===== src/rtl/execution_sequencer.sv =====
// Front-panel sequencer: single-step, divided free-run and halt control of the datapath with
// interrupt vectoring. Optional PC breakpoint stop is built when SEQ_BREAKPOINT_EN is defined.
module execution_sequencer #(
    parameter int          RUN_DIV    = 4,
    parameter logic [31:0] IRQ_VECTOR = 32'h0000_0040
) (
    input  logic        clock,
    input  logic        reset,
    input  logic        step_btn,
    input  logic        run_sw,
    input  logic        irq,
    input  logic [31:0] pc,
    input  logic        bp_en,
    input  logic [31:0] bp_addr,
    output logic        cpu_en,
    output logic        vec_sel,
    output logic        irq_ack,
    output logic        halted,
    output logic [1:0]  state,
    output logic [15:0] instr_count
);

    localparam int               CNT_W    = (RUN_DIV > 1) ? $clog2(RUN_DIV) : 1;
    localparam logic [CNT_W-1:0] DIV_LAST = CNT_W'(RUN_DIV - 1);

    typedef enum logic [1:0] {
        ST_HALT  = 2'd0,
        ST_RUN   = 2'd1,
        ST_BREAK = 2'd2
    } state_t;

    state_t           state_q, state_d;
    logic [CNT_W-1:0] div_cnt_q, div_cnt_d;
    logic             step_q, step_d;
    logic             irq_q, irq_d;
    logic             pending_q, pending_d;
    logic             cpu_en_q, cpu_en_d;
    logic             vec_sel_q, vec_sel_d;
    logic             irq_ack_q, irq_ack_d;
    logic             halted_q, halted_d;
    logic [15:0]      instr_count_q, instr_count_d;

    logic step_edge;
    logic irq_edge;
    logic div_last;
    logic bp_hit;
    logic issue;

`ifdef SEQ_BREAKPOINT_EN
    assign bp_hit = bp_en && (pc == bp_addr);
`else
    logic unused_bp_inputs;
    assign bp_hit           = 1'b0;
    assign unused_bp_inputs = bp_en ^ (^bp_addr) ^ (^pc);
`endif

    // The datapath owns the vector mux; this block only tells it when to use it.
    logic unused_irq_vector;
    assign unused_irq_vector = ^IRQ_VECTOR;

    assign step_edge = step_btn & ~step_q;
    assign irq_edge  = irq & ~irq_q;
    assign div_last  = (div_cnt_q == DIV_LAST);

    always_comb begin
        state_d   = state_q;
        div_cnt_d = div_cnt_q;
        issue     = 1'b0;

        case (state_q)
            ST_HALT: begin
                if (run_sw) begin
                    state_d   = ST_RUN;
                    div_cnt_d = '0;
                end else if (step_edge) begin
                    issue = 1'b1;
                end
            end
            ST_RUN: begin
                // Dropping run_sw beats a terminal count; a breakpoint beats the strobe.
                if (!run_sw) begin
                    state_d = ST_HALT;
                end else if (div_last) begin
                    div_cnt_d = '0;
                    if (bp_hit) begin
                        state_d = ST_BREAK;
                    end else begin
                        issue = 1'b1;
                    end
                end else begin
                    div_cnt_d = div_cnt_q + CNT_W'(1);
                end
            end
            ST_BREAK: begin
                if (!run_sw) begin
                    state_d = ST_HALT;
                end else if (step_edge) begin
                    issue     = 1'b1;
                    state_d   = ST_RUN;
                    div_cnt_d = '0;
                end
            end
            default: begin
                state_d   = ST_HALT;
                div_cnt_d = '0;
            end
        endcase

        step_d        = step_btn;
        irq_d         = irq;
        cpu_en_d      = issue;
        vec_sel_d     = issue & pending_q;
        irq_ack_d     = issue & pending_q;
        // An edge arriving while the old request is being acked queues a fresh one.
        pending_d     = irq_edge | (pending_q & ~issue);
        instr_count_d = instr_count_q + {15'd0, issue};
        halted_d      = (state_d != ST_RUN);
    end

    always_ff @(posedge clock) begin
        if (reset) begin
            state_q       <= ST_HALT;
            div_cnt_q     <= '0;
            step_q        <= 1'b1;
            irq_q         <= 1'b1;
            pending_q     <= 1'b0;
            cpu_en_q      <= 1'b0;
            vec_sel_q     <= 1'b0;
            irq_ack_q     <= 1'b0;
            halted_q      <= 1'b1;
            instr_count_q <= 16'd0;
        end else begin
            state_q       <= state_d;
            div_cnt_q     <= div_cnt_d;
            step_q        <= step_d;
            irq_q         <= irq_d;
            pending_q     <= pending_d;
            cpu_en_q      <= cpu_en_d;
            vec_sel_q     <= vec_sel_d;
            irq_ack_q     <= irq_ack_d;
            halted_q      <= halted_d;
            instr_count_q <= instr_count_d;
        end
    end

    assign cpu_en      = cpu_en_q;
    assign vec_sel     = vec_sel_q;
    assign irq_ack     = irq_ack_q;
    assign halted      = halted_q;
    assign state       = state_q;
    assign instr_count = instr_count_q;

endmodule


===== config.mk =====
export PLATFORM = sky130hd
export DESIGN_NAME = execution_sequencer
export DESIGN_NICKNAME = d
export VERILOG_FILES = /design/src/rtl/execution_sequencer.sv
export SDC_FILE = /design/constraint.sdc
export NUM_CORES = 1
export LEC_CHECK = 0
export CAP_MARGIN = 40
export CORE_UTILIZATION = 37
export CTS_CLUSTER_SIZE = 16
export DETAILED_ROUTE_END_ITERATION = 7
export GPL_ROUTABILITY_DRIVEN = 1
export GPL_TIMING_DRIVEN = 0
export PLACE_DENSITY_LB_ADDON = 0.2
export SETUP_SLACK_MARGIN = 0.5
export SLEW_MARGIN = 20
export SYNTH_ARGS = -nofsm -noshare
export SYNTH_HDL_FRONTEND = slang
export SYNTH_SLANG_ARGS = --single-unit
export TNS_END_PERCENT = 100

===== constraint.sdc =====
create_clock -name clock -period 4.5 [get_ports clock]
set_clock_uncertainty 0.1 [all_clocks]
set_input_delay 0.9 -clock clock [delete_from_list [all_inputs] [get_ports clock]]
set_output_delay 0.9 -clock clock [all_outputs]
set_load 0.01 [all_outputs]

Word level (Yosys, flattened, before mapping)
Cells that the tools add are included.

storage, ports and cells
  register bits = 26

cells by class
  $add $sub $neg = 2
  eq/ne operators = 8
  reductions and logical operators = 2
  muxes and demuxes = 17
  bitwise operators = 8

operators with widths
  kind                                                                      count
  2-bit 2-to-1 mux                                                          9
  16-bit by 1-bit adder with 16-bit output                                  1
  2-bit case mux with 3 select lines                                        2
  2-bit inequality test (second input constant)                             4
  1-bit 2-to-1 mux                                                          5
  1-bit AND                                                                 4
  2-bit == test (second input constant)                                     2
  4-bit AND reduction                                                       1
  1-bit NOT                                                                 3
  1-bit case mux with 3 select lines                                        1
  2-bit by 1-bit adder with 2-bit output (second input constant)            1
  2-bit by 1-bit == test with 1-bit output (second input constant)          1
  2-bit zero test                                                           1
  2-bit by 1-bit inequality test with 1-bit output (second input constant)  1
  1-bit bitwise OR                                                          1

Longest topological paths before layout
  depth after elaboration = 8
  gate-level depth with buffers = 11
  mapped depth without buffers = 11

Worst setup path before layout
No wires, ideal clock.

  kind = in2reg
  start point = in step_btn
  end point = reg instr_count_q[12], in the netlist instr_count[12]
  cell stages on the path = 9
  path slack = 1.757 ns
  path buffers = 0
  arrival = 2.515 ns
  path through = inv_1 -> or4b_4 -> a21oi_4 -> and2_1 -> ha_1 -> inv_1 -> nor4_2 -> xnor2_1 -> nor2_1

between the ends
  longest elaborated chain between the ends = 5
  elaborated cells on any way between the ends = 6
  classes of those cells = add/sub (1); mux (4); bitwise (1)

RTL lines
  element                                     RTL line  RTL
  start, declared                             9         input logic step_btn,
  1-bit AND *                                 61        assign step_edge = step_btn & ~step_q;
  1-bit 2-to-1 mux *                          75, 97
  1-bit 2-to-1 mux, on equally long branches  95, 72
  1-bit case mux with 3 select lines *        70        case (state_q)
  named net cpu_en_d                          37        logic cpu_en_q, cpu_en_d;
  16-bit by 1-bit adder with 16-bit output *  116       instr_count_d = instr_count_q + {15'd0, issue};
  end signal, assigned                        142       instr_count_q <= instr_count_d;
  end, declared                               41        logic [15:0] instr_count_q, instr_count_d;

The timed path passes the listed nets; every way through them passes the cells marked *.
A chain may end at the register's enable or synchronous reset.

Final worst setup path
Same ends and word-level chain as after synthesis.

==> run summary <==
Outcome: complete, no violations
Post-cts resize count: 0
Post-CTS Setup Inserts: 0
CTS tree: yes
Worst path most repeated cell: inv_1
Worst skew pair latency: 330 ps
Final WL: 2462 um
Compound-Gate Fraction of Synth Area: 0.07685
Initial cell density of the core: 0.4008
First-pass GRT wire length: 4250 um
CTS root buf: clkbuf_4
CP required: 4620 ps
Logic pwr share: 0.075
Core area: 3128 um^2
Synth area leaders: dfxtp_1, ha_1, xnor2_1
Post-Syn Area: 1254 um^2
Worst-path clk slew: 150 ps
Antenna cells: 0
Post-synthesis mux area share: 0.01597
Remaining antenna violation count: 0
Final period util: 0.7129
Initial DRC count: 15
Critical path data arrival time: 3330 ps
Sequential-to-total area share from yosys stat: 0.4152
Clock buffer depth: 2
Die width: 60.21 um
Most frequent cells in the layout: dfxtp_1, clkdlybuf4s50_1, nor2_1
Slowest CP cell: clkdlybuf4s50_1
Post-synthesis xor/xnor area fraction: 0.09082
Least-Margin Pin Slew: 490.7 ps
Setup_tns: 0 ps
CTS HTree Levels: 1
Tmin final: 3208 ps
Worst R2R Path Depth: 10
Gr ovfl total: 0
Seq cells post-synth: 26
Num CTS Buffers: 3
Ports: 92
Warnings from Yosys: 0
Worst rel slew slack: 0.6729
Vias in the first global route: 922
Top cell type by total area after synthesis: dfxtp_1
Achievable clock frequency: 0.3117 GHz
Power Density: 240.1 nW/um^2
Switching Fraction: 0.2260
Max-Cap Viols: 0
Setup violations, final: 0
Die Height: 60.21 um
Synth Area in Simple Gates: 0.2984
Hold Crit Depth: 2
Largest net degree at the start of global routing: 15
Switching pwr: 0.00008711 W
# fillers: 309
IO buf count: 26
DRC Markers: 0
DP HPWL: 1844 um
Initial antenna violation count: 0
Fin. max-slew vios: 0
Synth cell types: 36
Largest family of logic cells by synthesized area: simple AND/OR/NAND/NOR gates
Via/cell ratio: 4.876
CP max stage delay: 550 ps
GP Congestion: 0.7333
RSZ-0062 raised after global routing: no
Clk pwr share: 0.309
Non-Filler Instances: 202
P_int: 0.0002983 W
Critical setup path kind: in -> reg
VDD IR max: 0.1439 mV
Sequential share of power: 0.616
Layout area overhead: 28.04%
Tot GR Track Use: 0.1605
Drt wl/cell: 12.19 um
Synth Area per Inst: 9.795 um^2
Worst min path class: reg -> reg
Share of the synthesized area in the top cell type: 0.4152
Hold Fails Final Rpt: 0
Crit path cell chain: clkdlybuf4s50_1 > inv_1 > or4b_4 > a21oi_4 > and2_1 > ha_1 > inv_1 > nor4_2 > xnor2_1 > nor2_1
Die ar.: 3625 um^2
Power Total: 0.0003854 W
Setup ws final: 1292 ps
Site Rows: 20
Crit Path Max Fanout: 5
Synth Instances: 128
Final Util: 0.5132
Syn_nets: 205
Cells after DPL: 198
CP Launch Type: input port
First-pass DRT Iterations: 2
Post-cts hold buffer count: 0
Layout cell share with drive strength beyond 1: 0.1013
Place WS: 934.5 ps
Critical path endpoint category: register
Nets: 236
Via count: 985
Leakage: 0.5800 nW
Adder-Cell Fraction of Synth Area: 0.06986
Sink Count: 26
per-stage QoR:
stage / hold WS (ps) / instance area, um^2
floorplan: 334.2 / 1254
CTS: 374.1 / 1605
global placement: 346.6 / 1569
global route: 398.5 / 1605
finish: 361.8 / 1605
detailed placement: 360.8 / 1569
layer usage:
layer / global-route usage / vias up / wire length, um
met5: 0 / - / 0
met1: 0.2146 / 451 / 1239
li1: - / 505 / -
met2: 0.2480 / 24 / 1047
met4: 0.06977 / 0 / 46
met3: 0.03247 / 5 / 128
cell families after synthesis:
| logic type | after synthesis |
|---|---|
| and+or+nand+nor | 57 |
| DFF | 26 |
| AOI/OAI and AO/OA | 13 |
| xor gates and xnor gates | 13 |
| buffers and inverters | 10 |
| adders and majority gates | 7 |
| muxes | 2 |
flip-flops by register name, indices dropped and copies added, names as in the netlist:
register     count
state            2
irq_q            1
step_q           1
cpu_en           1
pending_q        1
instr_count     16
div_cnt_q        2
halted           1
irq_ack          1
cells in the mapped netlist (all sizes together):
cell     n
a21boi   1
a21oi    4
a31oi    1
and2     2
and3b    1
and4     1
buf      1
clkbuf   2
dfxtp   26
ha       7
inv      7
mux2i    2
nand2    2
nand2b   1
nand3    6
nand3b   1
nand4    5
nor2    17
nor2b    5
nor3     3
nor3b    2
nor4     6
o211ai   1
o21ai    4
o21ba    1
o22a     1
or2      2
or3      1
or3b     1
or4b     1
xnor2    9
xor2     4
final cells by class:
class | count | area, um^2 | area share
multi-input cells | 92 | 691.9 | 0.4310
plain buffers | 3 | 15.01 | 0.009353
flip-flops and latches | 26 | 520.5 | 0.3242
well taps | 44 | 55.05 | 0.03429
clock buffers | 4 | 36.28 | 0.02260
inverters | 7 | 26.28 | 0.01637
repair buffers | 26 | 260.3 | 0.1621
power groups by stage:
| stage | Sequential [W] | Combinational, W | Clock [W] |
|---|---|---|---|
| final | 0.000237 | 0.0000291 | 0.000119 |
| after global routing | 0.000238 | 0.0000325 | 0.000134 |
| after CTS | 0.000237 | 0.0000296 | 0.000123 |
| after detailed placement | 0.000242 | 0.0000293 | 0 |
| after global placement | 0.000242 | 0.0000288 | 0 |
| after floorplan | 0.000243 | 0.0000154 | 0 |
final timing paths:
path	startpoint	end	slack, ps
worst max-delay path	step_btn	instr_count[12]$_SDFF_PP0_	1290
worst min register to register	pending_q$_SDFF_PP0_	irq_ack$_SDFF_PP0_	360
worst min-delay path	pending_q$_SDFF_PP0_	irq_ack$_SDFF_PP0_	360
worst max register to register	state[0]$_SDFF_PP0_	instr_count[12]$_SDFF_PP0_	1810
worst max-delay path, delay by kind of cell:
| family | cells | cell delay (ps) |
|---|---|---|
| XOR/XNOR | 1 | 160 |
| AO/OA/AOI/OAI | 1 | 190 |
| adder cells (fa/ha/maj) | 1 | 230 |
| buffers and inverters | 3 | 770 |
| AND/OR/NAND/NOR | 4 | 1080 |
(Power assumes the default switching activity.)
